`src/rtl/multicycle_ctrl_pkg.sv`:
```
// Shared definitions for the RV32I multi-cycle controller, immediate generator and ALU:
// FSM states, opcodes, imm_sel / alu_op / wb_sel encodings and the latched decode fields.
package ctrl_pkg;

    typedef enum logic [2:0] {
        S_FETCH  = 3'd0,
        S_DECODE = 3'd1,
        S_EXEC   = 3'd2,
        S_MEM    = 3'd3,
        S_WB     = 3'd4,
        S_HALT   = 3'd5
    } state_e;

    localparam logic [6:0] OPC_OP     = 7'b0110011;
    localparam logic [6:0] OPC_OP_IMM = 7'b0010011;
    localparam logic [6:0] OPC_LOAD   = 7'b0000011;
    localparam logic [6:0] OPC_STORE  = 7'b0100011;
    localparam logic [6:0] OPC_LUI    = 7'b0110111;
    localparam logic [6:0] OPC_AUIPC  = 7'b0010111;

    localparam logic [2:0] IMM_NONE  = 3'b000;
    localparam logic [2:0] IMM_I     = 3'b001;
    localparam logic [2:0] IMM_S     = 3'b010;
    localparam logic [2:0] IMM_U     = 3'b011;
    localparam logic [2:0] IMM_SHAMT = 3'b100;

    typedef enum logic [3:0] {
        ALU_ADD, ALU_SUB, ALU_SLL, ALU_SLT, ALU_SLTU, ALU_XOR,
        ALU_SRL, ALU_SRA, ALU_OR, ALU_AND, ALU_PASSB
    } alu_op_e;

    localparam logic [1:0] WB_ALU = 2'd0;
    localparam logic [1:0] WB_MEM = 2'd1;
    localparam logic [1:0] WB_IMM = 2'd2;

    typedef struct packed {
        logic [6:0] opcode;
        logic [2:0] funct3;
        logic       funct7_5;
    } dec_reg_t;

    // alt selects SUB/SRA; callers decide when funct7[5] is meaningful
    function automatic alu_op_e funct3_to_alu(input logic [2:0] f3, input logic alt);
        case (f3)
            3'b000:  return alt ? ALU_SUB : ALU_ADD;
            3'b001:  return ALU_SLL;
            3'b010:  return ALU_SLT;
            3'b011:  return ALU_SLTU;
            3'b100:  return ALU_XOR;
            3'b101:  return alt ? ALU_SRA : ALU_SRL;
            3'b110:  return ALU_OR;
            default: return ALU_AND;
        endcase
    endfunction

endpackage

```
`src/rtl/multicycle_ctrl_if.sv`:
```
// Memory-side bus of the controller: instruction fetch handshake and data access strobes.
interface multicycle_ctrl_if;
    logic [31:0] instr;
    logic        imem_req;
    logic        imem_ready;
    logic        dmem_ready;
    logic        mem_re;
    logic        mem_we;
    logic [2:0]  mem_size;

    modport master (
        input  instr, imem_ready, dmem_ready,
        output imem_req, mem_re, mem_we, mem_size
    );
    modport slave (
        output instr, imem_ready, dmem_ready,
        input  imem_req, mem_re, mem_we, mem_size
    );
endinterface

```
`src/rtl/multicycle_ctrl_decode.sv`:
```
// Combinational decode of the latched opcode/funct3/funct7[5] into immediate, ALU and writeback controls.
module ctrl_decode
    import ctrl_pkg::*;
(
    input  dec_reg_t   dec,
    output logic [2:0] imm_sel,
    output alu_op_e    alu_op,
    output logic       alu_src_imm,
    output logic       alu_src_pc,
    output logic [1:0] wb_sel,
    output logic       is_load,
    output logic       is_store,
    output logic       legal
);
    always_comb begin
        imm_sel     = IMM_NONE;
        alu_op      = ALU_ADD;
        alu_src_imm = 1'b0;
        alu_src_pc  = 1'b0;
        wb_sel      = WB_ALU;
        is_load     = 1'b0;
        is_store    = 1'b0;
        legal       = 1'b1;
        case (dec.opcode)
            OPC_OP: begin
                alu_op = funct3_to_alu(dec.funct3, dec.funct7_5);
            end
            OPC_OP_IMM: begin
                // funct7[5] is immediate data for ADDI, only SRAI treats it as an opcode bit
                imm_sel     = (dec.funct3 == 3'b001 || dec.funct3 == 3'b101) ? IMM_SHAMT : IMM_I;
                alu_op      = funct3_to_alu(dec.funct3, (dec.funct3 == 3'b101) && dec.funct7_5);
                alu_src_imm = 1'b1;
            end
            OPC_LOAD: begin
                imm_sel     = IMM_I;
                alu_src_imm = 1'b1;
                wb_sel      = WB_MEM;
                is_load     = 1'b1;
            end
            OPC_STORE: begin
                imm_sel     = IMM_S;
                alu_src_imm = 1'b1;
                is_store    = 1'b1;
            end
            OPC_LUI: begin
                imm_sel     = IMM_U;
                alu_op      = ALU_PASSB;
                alu_src_imm = 1'b1;
                wb_sel      = WB_IMM;
            end
            OPC_AUIPC: begin
                imm_sel     = IMM_U;
                alu_src_imm = 1'b1;
                alu_src_pc  = 1'b1;
            end
            default: legal = 1'b0;
        endcase
    end
endmodule

```
`src/rtl/multicycle_ctrl.sv`:
```
// Multi-cycle RV32I control FSM (FETCH/DECODE/EXEC/MEM/WB/HALT) driving all datapath enables.
// Define MULTICYCLE_CTRL_PERF_EN to build the cycle_o / instret_o performance counters.
module multicycle_ctrl
    import ctrl_pkg::*;
#(
    parameter int ALU_OP_W    = 4,
    parameter int MEM_TIMEOUT = 0
) (
    input  logic                clk,
    input  logic                rst,
    multicycle_ctrl_if.master   bus,
    output logic                ir_we,
    output logic                pc_we,
    output logic [2:0]          imm_sel,
    output logic                alu_src_imm,
    output logic                alu_src_pc,
    output logic [ALU_OP_W-1:0] alu_op,
    output logic                reg_we,
    output logic [1:0]          wb_sel,
    output logic                illegal,
    output logic [2:0]          state_o,
    output logic [31:0]         instret_o,
    output logic [31:0]         cycle_o
);
    localparam int TMO_W = (MEM_TIMEOUT > 1) ? $clog2(MEM_TIMEOUT) : 1;
    localparam logic [TMO_W-1:0] TMO_LAST = TMO_W'((MEM_TIMEOUT > 0) ? MEM_TIMEOUT - 1 : 0);

    state_e               state_reg, state_next;
    dec_reg_t             dec_reg, dec_next;
    logic [TMO_W-1:0]     tmo_cnt_reg;
    logic                 imem_req_reg, mem_re_reg, mem_we_reg, reg_we_reg, illegal_reg;
    logic                 alu_src_imm_reg, alu_src_pc_reg;
    logic [2:0]           imm_sel_reg, mem_size_reg;
    logic [1:0]           wb_sel_reg;
    logic [ALU_OP_W-1:0]  alu_op_reg;

    logic [2:0] d_imm_sel;
    alu_op_e    d_alu_op;
    logic       d_src_imm, d_src_pc, d_is_load, d_is_store, d_legal;
    logic [1:0] d_wb_sel;
    logic       fetch_accept;

    assign fetch_accept = (state_reg == S_FETCH) && bus.imem_ready;

    // Decoder looks at the value the decode register will hold, so registered outputs line up with the state
    always_comb begin
        dec_next = dec_reg;
        if (fetch_accept)
            dec_next = '{opcode: bus.instr[6:0], funct3: bus.instr[14:12], funct7_5: bus.instr[30]};
    end

    ctrl_decode u_decode (
        .dec         (dec_next),
        .imm_sel     (d_imm_sel),
        .alu_op      (d_alu_op),
        .alu_src_imm (d_src_imm),
        .alu_src_pc  (d_src_pc),
        .wb_sel      (d_wb_sel),
        .is_load     (d_is_load),
        .is_store    (d_is_store),
        .legal       (d_legal)
    );

    always_comb begin
        state_next = state_reg;
        case (state_reg)
            S_FETCH:  if (bus.imem_ready) state_next = S_DECODE;
            S_DECODE: state_next = d_legal ? S_EXEC : S_HALT;
            S_EXEC:   state_next = (d_is_load || d_is_store) ? S_MEM : S_WB;
            S_MEM: begin
                if (bus.dmem_ready)
                    state_next = d_is_load ? S_WB : S_FETCH;
                else if (MEM_TIMEOUT > 0 && tmo_cnt_reg == TMO_LAST)
                    state_next = S_HALT;
            end
            S_WB:     state_next = S_FETCH;
            S_HALT:   state_next = S_HALT;
            default:  state_next = S_HALT;
        endcase
    end

    // Outputs are registered from the next state; ALU controls are held through MEM/WB so an
    // unregistered ALU result remains valid for address and writeback
    always_ff @(posedge clk) begin
        if (!rst) begin
            state_reg       <= S_FETCH;
            dec_reg         <= '0;
            tmo_cnt_reg     <= '0;
            imem_req_reg    <= 1'b1;
            imm_sel_reg     <= IMM_NONE;
            alu_op_reg      <= '0;
            alu_src_imm_reg <= 1'b0;
            alu_src_pc_reg  <= 1'b0;
            mem_re_reg      <= 1'b0;
            mem_we_reg      <= 1'b0;
            mem_size_reg    <= '0;
            reg_we_reg      <= 1'b0;
            wb_sel_reg      <= WB_ALU;
            illegal_reg     <= 1'b0;
        end else begin
            state_reg       <= state_next;
            dec_reg         <= dec_next;
            tmo_cnt_reg     <= (state_reg == S_MEM && state_next == S_MEM) ? tmo_cnt_reg + 1'b1 : '0;
            imem_req_reg    <= (state_next == S_FETCH);
            imm_sel_reg     <= (state_next inside {S_DECODE, S_EXEC, S_MEM, S_WB}) ? d_imm_sel : IMM_NONE;
            alu_op_reg      <= (state_next inside {S_EXEC, S_MEM, S_WB}) ? ALU_OP_W'(d_alu_op) : '0;
            alu_src_imm_reg <= (state_next inside {S_EXEC, S_MEM, S_WB}) && d_src_imm;
            alu_src_pc_reg  <= (state_next inside {S_EXEC, S_MEM, S_WB}) && d_src_pc;
            mem_re_reg      <= (state_next == S_MEM) && d_is_load;
            mem_we_reg      <= (state_next == S_MEM) && d_is_store;
            mem_size_reg    <= (state_next == S_MEM) ? dec_next.funct3 : 3'b000;
            reg_we_reg      <= (state_next == S_WB);
            wb_sel_reg      <= (state_next == S_WB) ? d_wb_sel : WB_ALU;
            illegal_reg     <= (state_next == S_HALT);
        end
    end

    assign ir_we        = rst && fetch_accept;
    assign pc_we        = rst && fetch_accept;
    assign bus.imem_req = imem_req_reg;
    assign bus.mem_re   = mem_re_reg;
    assign bus.mem_we   = mem_we_reg;
    assign bus.mem_size = mem_size_reg;
    assign imm_sel      = imm_sel_reg;
    assign alu_op       = alu_op_reg;
    assign alu_src_imm  = alu_src_imm_reg;
    assign alu_src_pc   = alu_src_pc_reg;
    assign reg_we       = reg_we_reg;
    assign wb_sel       = wb_sel_reg;
    assign illegal      = illegal_reg;
    assign state_o      = state_reg;

`ifdef MULTICYCLE_CTRL_PERF_EN
    logic [31:0] cycle_reg, instret_reg;
    logic        retire;

    // An instruction retires leaving WB, or when a store completes straight back to FETCH
    assign retire = (state_reg == S_WB) || (state_reg == S_MEM && d_is_store && bus.dmem_ready);

    always_ff @(posedge clk) begin
        if (!rst) begin
            cycle_reg   <= '0;
            instret_reg <= '0;
        end else begin
            cycle_reg <= cycle_reg + 32'd1;
            if (retire)
                instret_reg <= instret_reg + 32'd1;
        end
    end

    assign cycle_o   = cycle_reg;
    assign instret_o = instret_reg;
`else
    assign cycle_o   = '0;
    assign instret_o = '0;
`endif

endmodule

```
`src/flat_wrapper.sv`:
```
// flat-port wrapper written by rule: the top's interface ports become plain ports
module multicycle_ctrl_flat import ctrl_pkg::*;
#(
    parameter int ALU_OP_W    = 4,
    parameter int MEM_TIMEOUT = 0
)
  (clk, rst, ir_we, pc_we, imm_sel, alu_src_imm, alu_src_pc, alu_op, reg_we, wb_sel, illegal, state_o, instret_o, cycle_o, bus_instr, bus_imem_ready, bus_dmem_ready, bus_imem_req, bus_mem_re, bus_mem_we, bus_mem_size);
  multicycle_ctrl_if bus_i ();
  input  logic clk;
  input  logic rst;
  output logic ir_we;
  output logic pc_we;
  output logic [2:0] imm_sel;
  output logic alu_src_imm;
  output logic alu_src_pc;
  output logic [ALU_OP_W-1:0] alu_op;
  output logic reg_we;
  output logic [1:0] wb_sel;
  output logic illegal;
  output logic [2:0] state_o;
  output logic [31:0] instret_o;
  output logic [31:0] cycle_o;
  input wire logic [$bits(bus_i.instr)-1:0] bus_instr;
  input wire logic [$bits(bus_i.imem_ready)-1:0] bus_imem_ready;
  input wire logic [$bits(bus_i.dmem_ready)-1:0] bus_dmem_ready;
  output wire logic [$bits(bus_i.imem_req)-1:0] bus_imem_req;
  output wire logic [$bits(bus_i.mem_re)-1:0] bus_mem_re;
  output wire logic [$bits(bus_i.mem_we)-1:0] bus_mem_we;
  output wire logic [$bits(bus_i.mem_size)-1:0] bus_mem_size;
  assign bus_i.instr = bus_instr;
  assign bus_i.imem_ready = bus_imem_ready;
  assign bus_i.dmem_ready = bus_dmem_ready;
  assign bus_imem_req = bus_i.imem_req;
  assign bus_mem_re = bus_i.mem_re;
  assign bus_mem_we = bus_i.mem_we;
  assign bus_mem_size = bus_i.mem_size;
  multicycle_ctrl #(.ALU_OP_W(ALU_OP_W), .MEM_TIMEOUT(MEM_TIMEOUT)) u_core (.clk(clk), .rst(rst), .bus(bus_i), .ir_we(ir_we), .pc_we(pc_we), .imm_sel(imm_sel), .alu_src_imm(alu_src_imm), .alu_src_pc(alu_src_pc), .alu_op(alu_op), .reg_we(reg_we), .wb_sel(wb_sel), .illegal(illegal), .state_o(state_o), .instret_o(instret_o), .cycle_o(cycle_o));
endmodule
```
`config.mk`:
```
export PLATFORM = sky130hd
export DESIGN_NAME = multicycle_ctrl_flat
export DESIGN_NICKNAME = d
export VERILOG_FILES = /design/src/rtl/multicycle_ctrl_pkg.sv /design/src/rtl/multicycle_ctrl_if.sv /design/src/rtl/multicycle_ctrl_decode.sv /design/src/rtl/multicycle_ctrl.sv /design/src/flat_wrapper.sv
export SDC_FILE = /design/constraint.sdc
export NUM_CORES = 1
export LEC_CHECK = 0
export ABC_AREA = 1
export CAP_MARGIN = 20
export CORE_MARGIN = 4
export CORE_UTILIZATION = 35
export CTS_BUF_LIST = sky130_fd_sc_hd__clkbuf_8
export DETAILED_ROUTE_END_ITERATION = 7
export PLACE_DENSITY = 0.78
export RECOVER_POWER = 50
export SKIP_CTS_REPAIR_TIMING = 1
export SYNTH_ARGS = -nofsm -noshare
export SYNTH_HDL_FRONTEND = slang
export SYNTH_SLANG_ARGS = --single-unit
```
`constraint.sdc`:
```
create_clock -name clk -period 2.04 [get_ports clk]
set_clock_uncertainty 0.05 [all_clocks]
set_input_delay 0.408 -clock clk [delete_from_list [all_inputs] [get_ports clk]]
set_output_delay 0.408 -clock clk [all_outputs]
set_load 0.05 [all_outputs]
```
# [After elaboration in Yosys (flattened, before gate mapping)]
# Cells that the tools add are included.
[op_classes] n_eq_ne=21 mux=22 reduce_logical=21
[op_table] cell="case mux 4 bit (7 select lines)" n=2
[op_table] cell="== test 7 x 6 -> 1 bit (second input constant)" n=3
[op_table] cell="== test 3 x 2 -> 1 bit (second input constant)" n=6
[op_table] cell="== test 3 bit (second input constant)" n=6
[op_table] cell="2-to-1 mux 3 bit" n=6
[op_table] cell="case mux 3 bit (5 select lines)" n=1
[op_table] cell="== test 7 x 5 -> 1 bit (second input constant)" n=2
[op_table] cell="case mux 3 bit (4 select lines)" n=1
[op_table] cell="case mux 4 bit (3 select lines)" n=1
[op_table] cell="2-to-1 mux 11 bit" n=1
[op_table] cell="== test 3 x 1 -> 1 bit (second input constant)" n=3
[op_table] cell="zero test 3 bit" n=3
[op_table] cell="2-to-1 mux 1 bit" n=9
[op_table] cell="AND reduction 2 bit" n=4
[op_table] cell="== test 7 x 2 -> 1 bit (second input constant)" n=1
[op_table] cell="logical AND 1 bit" n=7
[op_table] cell="OR reduction 6 bit" n=1
[op_table] cell="OR reduction 5 bit" n=1
[op_table] cell="case mux 2 bit (2 select lines)" n=1
[op_table] cell="nonzero test 4 bit" n=1
[op_table] cell="nonzero test 3 bit" n=1
[op_table] cell="logical OR 1 bit" n=2
[op_table] cell="OR reduction 2 bit" n=1
[word_totals] regBits=33 out_inout_bits=88

# [Logic depth before layout (Yosys ltp)]
# Gate-level depths: netlist (run 1).
[depth] depth_word=11 depth_mapped=18 mapped_depth_nobuf=17

# [Cells and area by module]
# Synthesis (run 1) repeated with hierarchy kept, for this count alone.
[hier_totals] hier_cells=280 hier_area_um2=1996.9
[modules_own_cells] mod="multicycle_ctrl" instances=1 cells_per_inst=215 area_each_um2=1707.9 seq_area_each_um2=660.6
[modules_own_cells] mod="ctrl_decode" instances=1 cells_per_inst=65 area_each_um2=289.0 seq_area_each_um2=0.0

# [Least setup slack after synthesis (run 1)]
# Ideal clock, no wire load.
[synth_path] path_type="register to output" startpoint="register u_core.state_reg[2] (netlist: u_core.state_o[2])" endpoint="output pc_we" arrival_ns=1.992 slack_ns=-0.410 path_stages_with_launch=6 cell_sequence="dfxtp_1 nor2_4 nand2_4 buf_4 nor2_1 buf_4"
[synth_between] elab_chain_len=3
[synth_rtl] element="start: declaration" line_no="multicycle_ctrl.sv:28" source="state_e state_reg, state_next;"
[synth_rtl] element="start signal: assignment" line_no="multicycle_ctrl.sv:101" source="state_reg <= state_next;"
[synth_rtl] element="zero test 3 bit" line_no="multicycle_ctrl.sv:43" source="assign fetch_accept = (state_reg == S_FETCH) && bus.imem_ready;"
[synth_rtl] element="logical AND 1 bit" line_no="multicycle_ctrl.sv:43"
[synth_rtl] element="logical AND 1 bit"
[synth_rtl] element="end: declaration" line_no="flat_wrapper.sv:12" source="output logic pc_we;"
# Every way passes these cells.

# [Final worst setup path (run 1)]
[layout_path] startpoint="register u_core.state_reg[0] (netlist: u_core.state_o[0])" endpoint="register u_core.alu_op_reg[0] (netlist: u_core.alu_op[0])"
[layout_between] elab_chain_len=11 elab_cells_between_ends=44
[layout_rtl] element="zero test 3 bit" line_no="multicycle_ctrl.sv:43, multicycle_ctrl.sv:66"
[layout_rtl] element="logical AND 1 bit" line_no="multicycle_ctrl.sv:43"
[layout_rtl] element="2-to-1 mux 11 bit" line_no="multicycle_ctrl.sv:48" source="if (fetch_accept)"
[layout_rtl] element="== test 7 x 5 -> 1 bit, or another cell as far along" line_no="multicycle_ctrl_decode.sv:24" source="case (dec.opcode)"
[layout_rtl] element="OR reduction 6 bit (no source line) or 2-to-1 mux 1 bit (tied branches)"
[layout_rtl] element="2-to-1 mux 1 bit, or another cell as far along" line_no="multicycle_ctrl_decode.sv:24"
[layout_rtl] element="2-to-1 mux 3 bit (on tied branches)" line_no="multicycle_ctrl.sv:68, multicycle_ctrl.sv:69, multicycle_ctrl.sv:71"
[layout_rtl] element="case mux 3 bit (5 select lines)" line_no="multicycle_ctrl.sv:66" source="case (state_reg)"
[layout_rtl] element="== test 3 x 2 -> 1 bit, or another cell as far along" line_no="multicycle_ctrl.sv:106" source="alu_op_reg <= (state_next inside {S_EXEC, S_MEM, S_WB}) ? ALU_OP_W'(d_alu_op) : '0;"
[layout_rtl] element="nonzero test 3 bit" line_no="multicycle_ctrl.sv:106"
[layout_rtl] element="AND reduction 2 bit (no source line)"
[layout_rtl] element="end signal: assignment" line_no="multicycle_ctrl.sv:106"
[layout_rtl] element="end: declaration" line_no="multicycle_ctrl.sv:35" source="logic [ALU_OP_W-1:0] alu_op_reg;"
# Several ways; a longest one is shown, not always the timed one.
# A chain may end at the register's enable or synchronous reset.

==> flow_summary.json, run 1 <==
{
  "status": "finished with violations",
  "violations": "setup timing",
  "place_inst": 407,
  "cp_common_cell": "nand2_8",
  "grt_pass1_vias": 1575,
  "finalNonFillerCells": 428,
  "gr-total-overflow": 0,
  "route.detailed.drc": 0,
  "die_y_microns": 84.15,
  "setup_violations": 12,
  "fmax_mhz": 469.8,
  "drv_slew": 0,
  "path_cells": "nor2_4, nand2_8, buf_8, o21ai_4, inv_2, nand2_2, nand3_2, nand3_2, nor2_2, or2_4, nand2_8, nand2_8, nor2_4",
  "criticalPathCategory": "reg2reg",
  "drt-pass1-iter-count": 4,
  "worstPathMaxFanout": 8,
  "fill_cells": 529,
  "ys_async_sr_fraction_pct": 0,
  "ys.flop_type": "dfxtp_1",
  "final_cell_area_sq_mm": 0.002872,
  "fin_nets": 391,
  "rows": 27,
  "finalHoldViolations": 0,
  "clock_power_share_pct": 31.4,
  "p_seq_share_pct": 29.8,
  "drv_cap": 0,
  "final_antenna_net_count": 0,
  "place_congestion": 0.8448,
  "cts_sinks": 33,
  "setup_slack_ps": -88.56,
  "cts_inserted_buffers": 5,
  "cts_buffer_depth": 2,
  "p_comb_share_pct": 38.8,
  "critPathCaptureType": "register",
  "p_total_mw": 2.330,
  "ios": 124,
  "clk_pin_slew_worst_paths_ps": 70,
  "drtIter0Drc": 53,
  "die_w_microns": 84.15,
  "placed_cell_area_sq_mm": 0.002462,
  "htree_levels": 2,
  "cp_data_arrival_time_ps": 2310,
  "syn_inst": 273,
  "ys_seq_area_share_pct": 32.55,
  "wire_per_inst_microns": 10.79,
  "switching_power_mw": 0.8736,
  "yosys_register_bits": 33,
  "tightest_slew_ps": 679.0,
  "grt_max_degree": 18,
  "rsz0062_at_grt": "yes",
  "vias_per_cell": 4.054,
  "tns_ps": -630.7,
  "synth_area_sq_mm": 0.002029,
  "largest_register_ffs": 11,
  "relSlewSlack_pct": 54.73,
  "core_area_sq_mm": 0.005574,
  "antenna_found_initial": 0,
  "p_int_mw": 1.457,
  "cts.root.buffer_cell": "clkbuf_8",
  "drive_gt1_share_pct": 33.71,
  "dp_hpwl_microns": 3375,
  "fin_util_pct": 51.52,
  "start_util_pct": 36.41,
  "num_antenna_cells": 0,
  "crit_required_ps": 2220,
  "cts_tree": "built",
  "ys.warnings.count": 0,
  "die_area_sq_mm": 0.007080,
  "power.leakage_nw": 1.398,
  "crit_slowest_cell": "dfxtp_4",
  "powerDensity_mw_per_mm2": 811.6,
  "ys_types": 31,
  "vdd_ir_drop_max_uv": 307.7,
  "fin_crit_sh_pct": 104.3,
  "syn_avg_cell_area_sq_um": 7.434,
  "fin_crit_ps": 2129,
  "synth_edf_count": 0,
  "num_vias": 1735,
  "grt_pass1_wl_microns": 6741,
  "final_cell_mix": "64 x conb_1, 37 x buf_4, 31 x clkdlybuf4s50_1",
  "final_common_cell": "conb_1",
  "area_growth_pct": 41.49,
  "critPathMaxStageDelay_ps": 370,
  "holdCritPathClass": "reg2reg",
  "clock_latency_ps": 280,
  "io_buffers": 38,
  "switching_share_pct": 37.48,
  "gr-usage-all-layers_pct": 11.50,
  "routed_wl_microns": 4620,
  "critPathLaunchType": "register"
}
per-layer routing:
layer  vias to the layer above  wire length (microns)  global-route usage, %
met2                        67                   2420                  21.16
met4                         0                     54                  3.509
met1                       798                   1782                  12.44
met3                         6                    362                  3.729
li1                        864                      -                      -
met5                         -                      0                      0
critical path: cells and delay by family, from the launching register on:
family	cells	cell delay, ps
flops	1	370
compound gates	1	220
simple gates	10	1200
buf+inv	2	230
cells by family (layout without fill, tap and decap cells):
kind of cell | count (synthesis) | count (layout) | share of synthesized area (%)
other | 1 | 64 | 0.1848
flip-flops | 33 | 33 | 32.55
AO/OA/AOI/OAI | 14 | 14 | 4.994
buffers and inverters | 103 | 123 | 31.63
AND/OR/NAND/NOR | 122 | 122 | 30.64
power groups by stage:
stage | registers (mW) | logic [mW] | clock network (mW)
after floorplan | 0.745 | 0.625 | 0
after global placement | 0.710 | 0.751 | 0
after detailed placement | 0.711 | 0.760 | 0
after CTS | 0.696 | 0.763 | 0.744
after global routing | 0.697 | 0.964 | 0.774
final | 0.694 | 0.905 | 0.732
metrics by stage:
step | worst slack (ps) | hold slack, ps
after floorplan | 13.20 | 469.3
after global placement | -414.6 | 491.0
after CTS | -255.4 | 509.6
after detailed placement | -550.3 | 495.5
final | -88.56 | 505.6
after global routing | -202.6 | 551.3
final cells by class:
type                    count  area, sq um  area share, %
multi-input cells         200         1132          39.43
inverters                  35        131.4          4.575
clock buffers               5        68.82          2.397
clock inverters             3        65.06          2.266
well taps                  72        90.09          3.137
flip-flops and latches     33        669.4          23.31
repair buffers             80        714.4          24.88
cell usage after synthesis, types with 2 or more instances:
library cell,instances,area (sq um)
buf_4,66,495.5
nand2_1,38,142.6
nor2_1,34,127.6
dfxtp_1,33,660.6
inv_1,31,116.4
nand3_1,11,55.05
nor2_2,7,43.79
o21ai_0,6,30.03
nand2_2,5,31.28
inv_2,4,15.01
nand2_4,4,45.04
nor3_1,4,20.02
or2_2,4,25.02
nand3b_1,3,22.52
nand4_1,3,18.77
nand3_2,2,20.02
nor2_4,2,22.52
o21ai_1,2,10.01
o21ai_4,2,32.53
worst paths after layout:
path                                                      to  depth (start not counted)                          from  slack [ps]
worst max-delay path             u_core.alu_op[0]$_SDFF_PN0_                         13  u_core.state_o[0]$_SDFF_PN0_         -90
worst min register to register  u_core.dec_reg[4]$_SDFF_PN0_                          4  u_core.dec_reg[4]$_SDFF_PN0_         510
worst max register to register   u_core.alu_op[0]$_SDFF_PN0_                         13  u_core.state_o[0]$_SDFF_PN0_         -90
worst min-delay path            u_core.dec_reg[4]$_SDFF_PN0_                          4  u_core.dec_reg[4]$_SDFF_PN0_         510
Note: power is estimated with default switching activity, not from simulation.
==> run 2: changes to the inputs <==
--- a/config.mk
+++ b/config.mk
@@ -6,7 +6,6 @@
 export NUM_CORES = 1
 export LEC_CHECK = 0
 export ABC_AREA = 1
-export CAP_MARGIN = 20
 export CORE_MARGIN = 4
 export CORE_UTILIZATION = 35
 export CTS_BUF_LIST = sky130_fd_sc_hd__clkbuf_8
==> constraint.sdc (replaced) <==
create_clock -name clk -period 2.04 [get_ports clk]
set_clock_uncertainty 0.05 [all_clocks]
set_input_delay 0.204 -clock clk [delete_from_list [all_inputs] [get_ports clk]]
set_output_delay 0.204 -clock clk [all_outputs]
set_load 0.05 [all_outputs]
==> flow_summary.json, run 2 (same netlist as run 1, synthesis figures left out) <==
{
  "grt_pass1_wl_microns": 6451,
  "finalHoldViolations": 0,
  "p_int_mw": 1.174,
  "seq_area_sq_um": 669.4,
  "fill_cells": 538,
  "drv_slew": 0,
  "tightest_slew_ps": 507.8,
  "place_congestion": 0.8127,
  "cts_buffer_depth": 2,
  "drv_cap": 0,
  "p_comb_share_pct": 41.8,
  "multi_input_area_sq_mm": 0.001074,
  "clk_pin_slew_worst_paths_ps": 70,
  "rsz0062_at_grt": "yes",
  "setup_violations": 0,
  "holdCritPathClass": "in2reg",
  "largest_register_ffs": 11,
  "gr-usage-all-layers_pct": 11.27,
  "fin_nets": 381,
  "routed_wl_microns": 4426,
  "fin_crit_ps": 1980,
  "status": "completed",
  "clock_power_share_pct": 23.8,
  "critPathLaunchType": "register",
  "place_inst": 404,
  "drive_gt1_share_pct": 28.32,
  "worstPathMaxFanout": 7,
  "clock_latency_ps": 290,
  "cts_inserted_buffers": 5,
  "crit_slowest_cell": "dfxtp_4",
  "crit_required_ps": 2220,
  "route.detailed.drc": 0,
  "final_common_cell": "conb_1",
  "wire_per_inst_microns": 10.59,
  "die_w_microns": 84.15,
  "path_buf_inv": 1,
  "htree_levels": 2,
  "grt_max_degree": 18,
  "switching_share_pct": 41.81,
  "final_antenna_net_count": 0,
  "cts_tree": "built",
  "drtIter0Drc": 69,
  "die_area_sq_mm": 0.007080,
  "powerDensity_mw_per_mm2": 745.2,
  "antenna_found_initial": 0,
  "fmax_mhz": 505.0,
  "switching_power_mw": 0.8432,
  "cp_data_arrival_time_ps": 2160,
  "fin_crit_sh_pct": 97.07,
  "cts_sinks": 33,
  "critPathCaptureType": "register",
  "relSlewSlack_pct": 66.04,
  "critPathTopFamily": "simple AND/OR/NAND/NOR gates",
  "whs_ps": 381.3,
  "start_util_pct": 36.41,
  "grt_pass1_vias": 1483,
  "p_seq_share_pct": 34.4,
  "area_growth_pct": 33.35,
  "final_cell_mix": "64 x conb_1, 35 x clkdlybuf4s50_1, 31 x nand2_1",
  "rows": 27,
  "drt-pass1-iter-count": 4,
  "post-place-ws_ps": -288.0,
  "num_vias": 1677,
  "cts.root.buffer_cell": "clkbuf_8",
  "criticalPathCategory": "reg2reg",
  "ios": 124,
  "vdd_ir_drop_max_uv": 290.7,
  "vias_per_cell": 4.012,
  "critPathMaxStageDelay_ps": 360,
  "num_antenna_cells": 0,
  "setup_slack_ps": 59.83,
  "die_y_microns": 84.15,
  "fin_util_pct": 48.55,
  "path_cells": "nor2_4, buf_12, nand3b_1, nand2_2, nand2_4, nor2_8, nand3_2, nand2_2, nand3_2, or2_4, nand2_4, nand2_8, nor2_2",
  "gr-total-overflow": 0,
  "power.leakage_nw": 1.342,
  "finalNonFillerCells": 418,
  "core_area_sq_mm": 0.005574,
  "dp_hpwl_microns": 3272,
  "io_buffers": 38
}
## run 2: final timing paths
path / start / endpoint / slack, ps / cells past startpoint
setup / recovery: u_core.state_o[0]$_SDFF_PN0_ / u_core.alu_op[3]$_SDFF_PN0_ / 60 / 13
hold / removal: bus_imem_ready / u_core.dec_reg[4]$_SDFF_PN0_ / 380 / 7
setup reg to reg: u_core.state_o[0]$_SDFF_PN0_ / u_core.alu_op[3]$_SDFF_PN0_ / 60 / 13
hold reg to reg: u_core.dec_reg[5]$_SDFF_PN0_ / u_core.dec_reg[5]$_SDFF_PN0_ / 510 / 4
## run 2: routing by layer
layer  vias up  global-route usage, %  wire [microns]
met3         5                  3.631             374
met1       754                  12.72            1759
li1        850                      -               -
met2        68                  19.66            2228
met5         -                      0               0
met4         0                  4.386              64
## run 2: worst min-delay path, cell delays in order
cell and delay (ps):
dlymetal6s2s_1 130, inv_2 60, nor2_4 40, nand3_1 70, nand2_2 80, inv_1 60, nor2_1 40
## run 2: power by group through the flow
stage	clock, mW	combinational, mW	sequential (mW)
3_5_place_dp	0	0.754	0.711
5_1_grt	0.521	0.900	0.699
2_1_floorplan	0	0.625	0.745
4_1_cts	0.490	0.757	0.697
6_report	0.480	0.843	0.694
3_3_place_gp	0	0.744	0.710
## run 2: per-stage QoR
step | total power, mW | cell area [sq um] | TNS [ps]
after CTS | 1.944 | 2534 | 0
after global placement | 1.454 | 2447 | -3179
final | 2.017 | 2706 | 0
after detailed placement | 1.464 | 2447 | -4266
after global routing | 2.119 | 2706 | -609.6
after floorplan | 1.370 | 2272 | 0
## run 2: cell type report
type | instances | area share [%]
timing repair buffer | 68 | 24.13
multi-input combinational | 202 | 39.67
sequential | 33 | 24.73
tap | 72 | 3.329
clock buffer | 5 | 2.543
inverter | 35 | 4.947
clock inverter | 3 | 0.6472
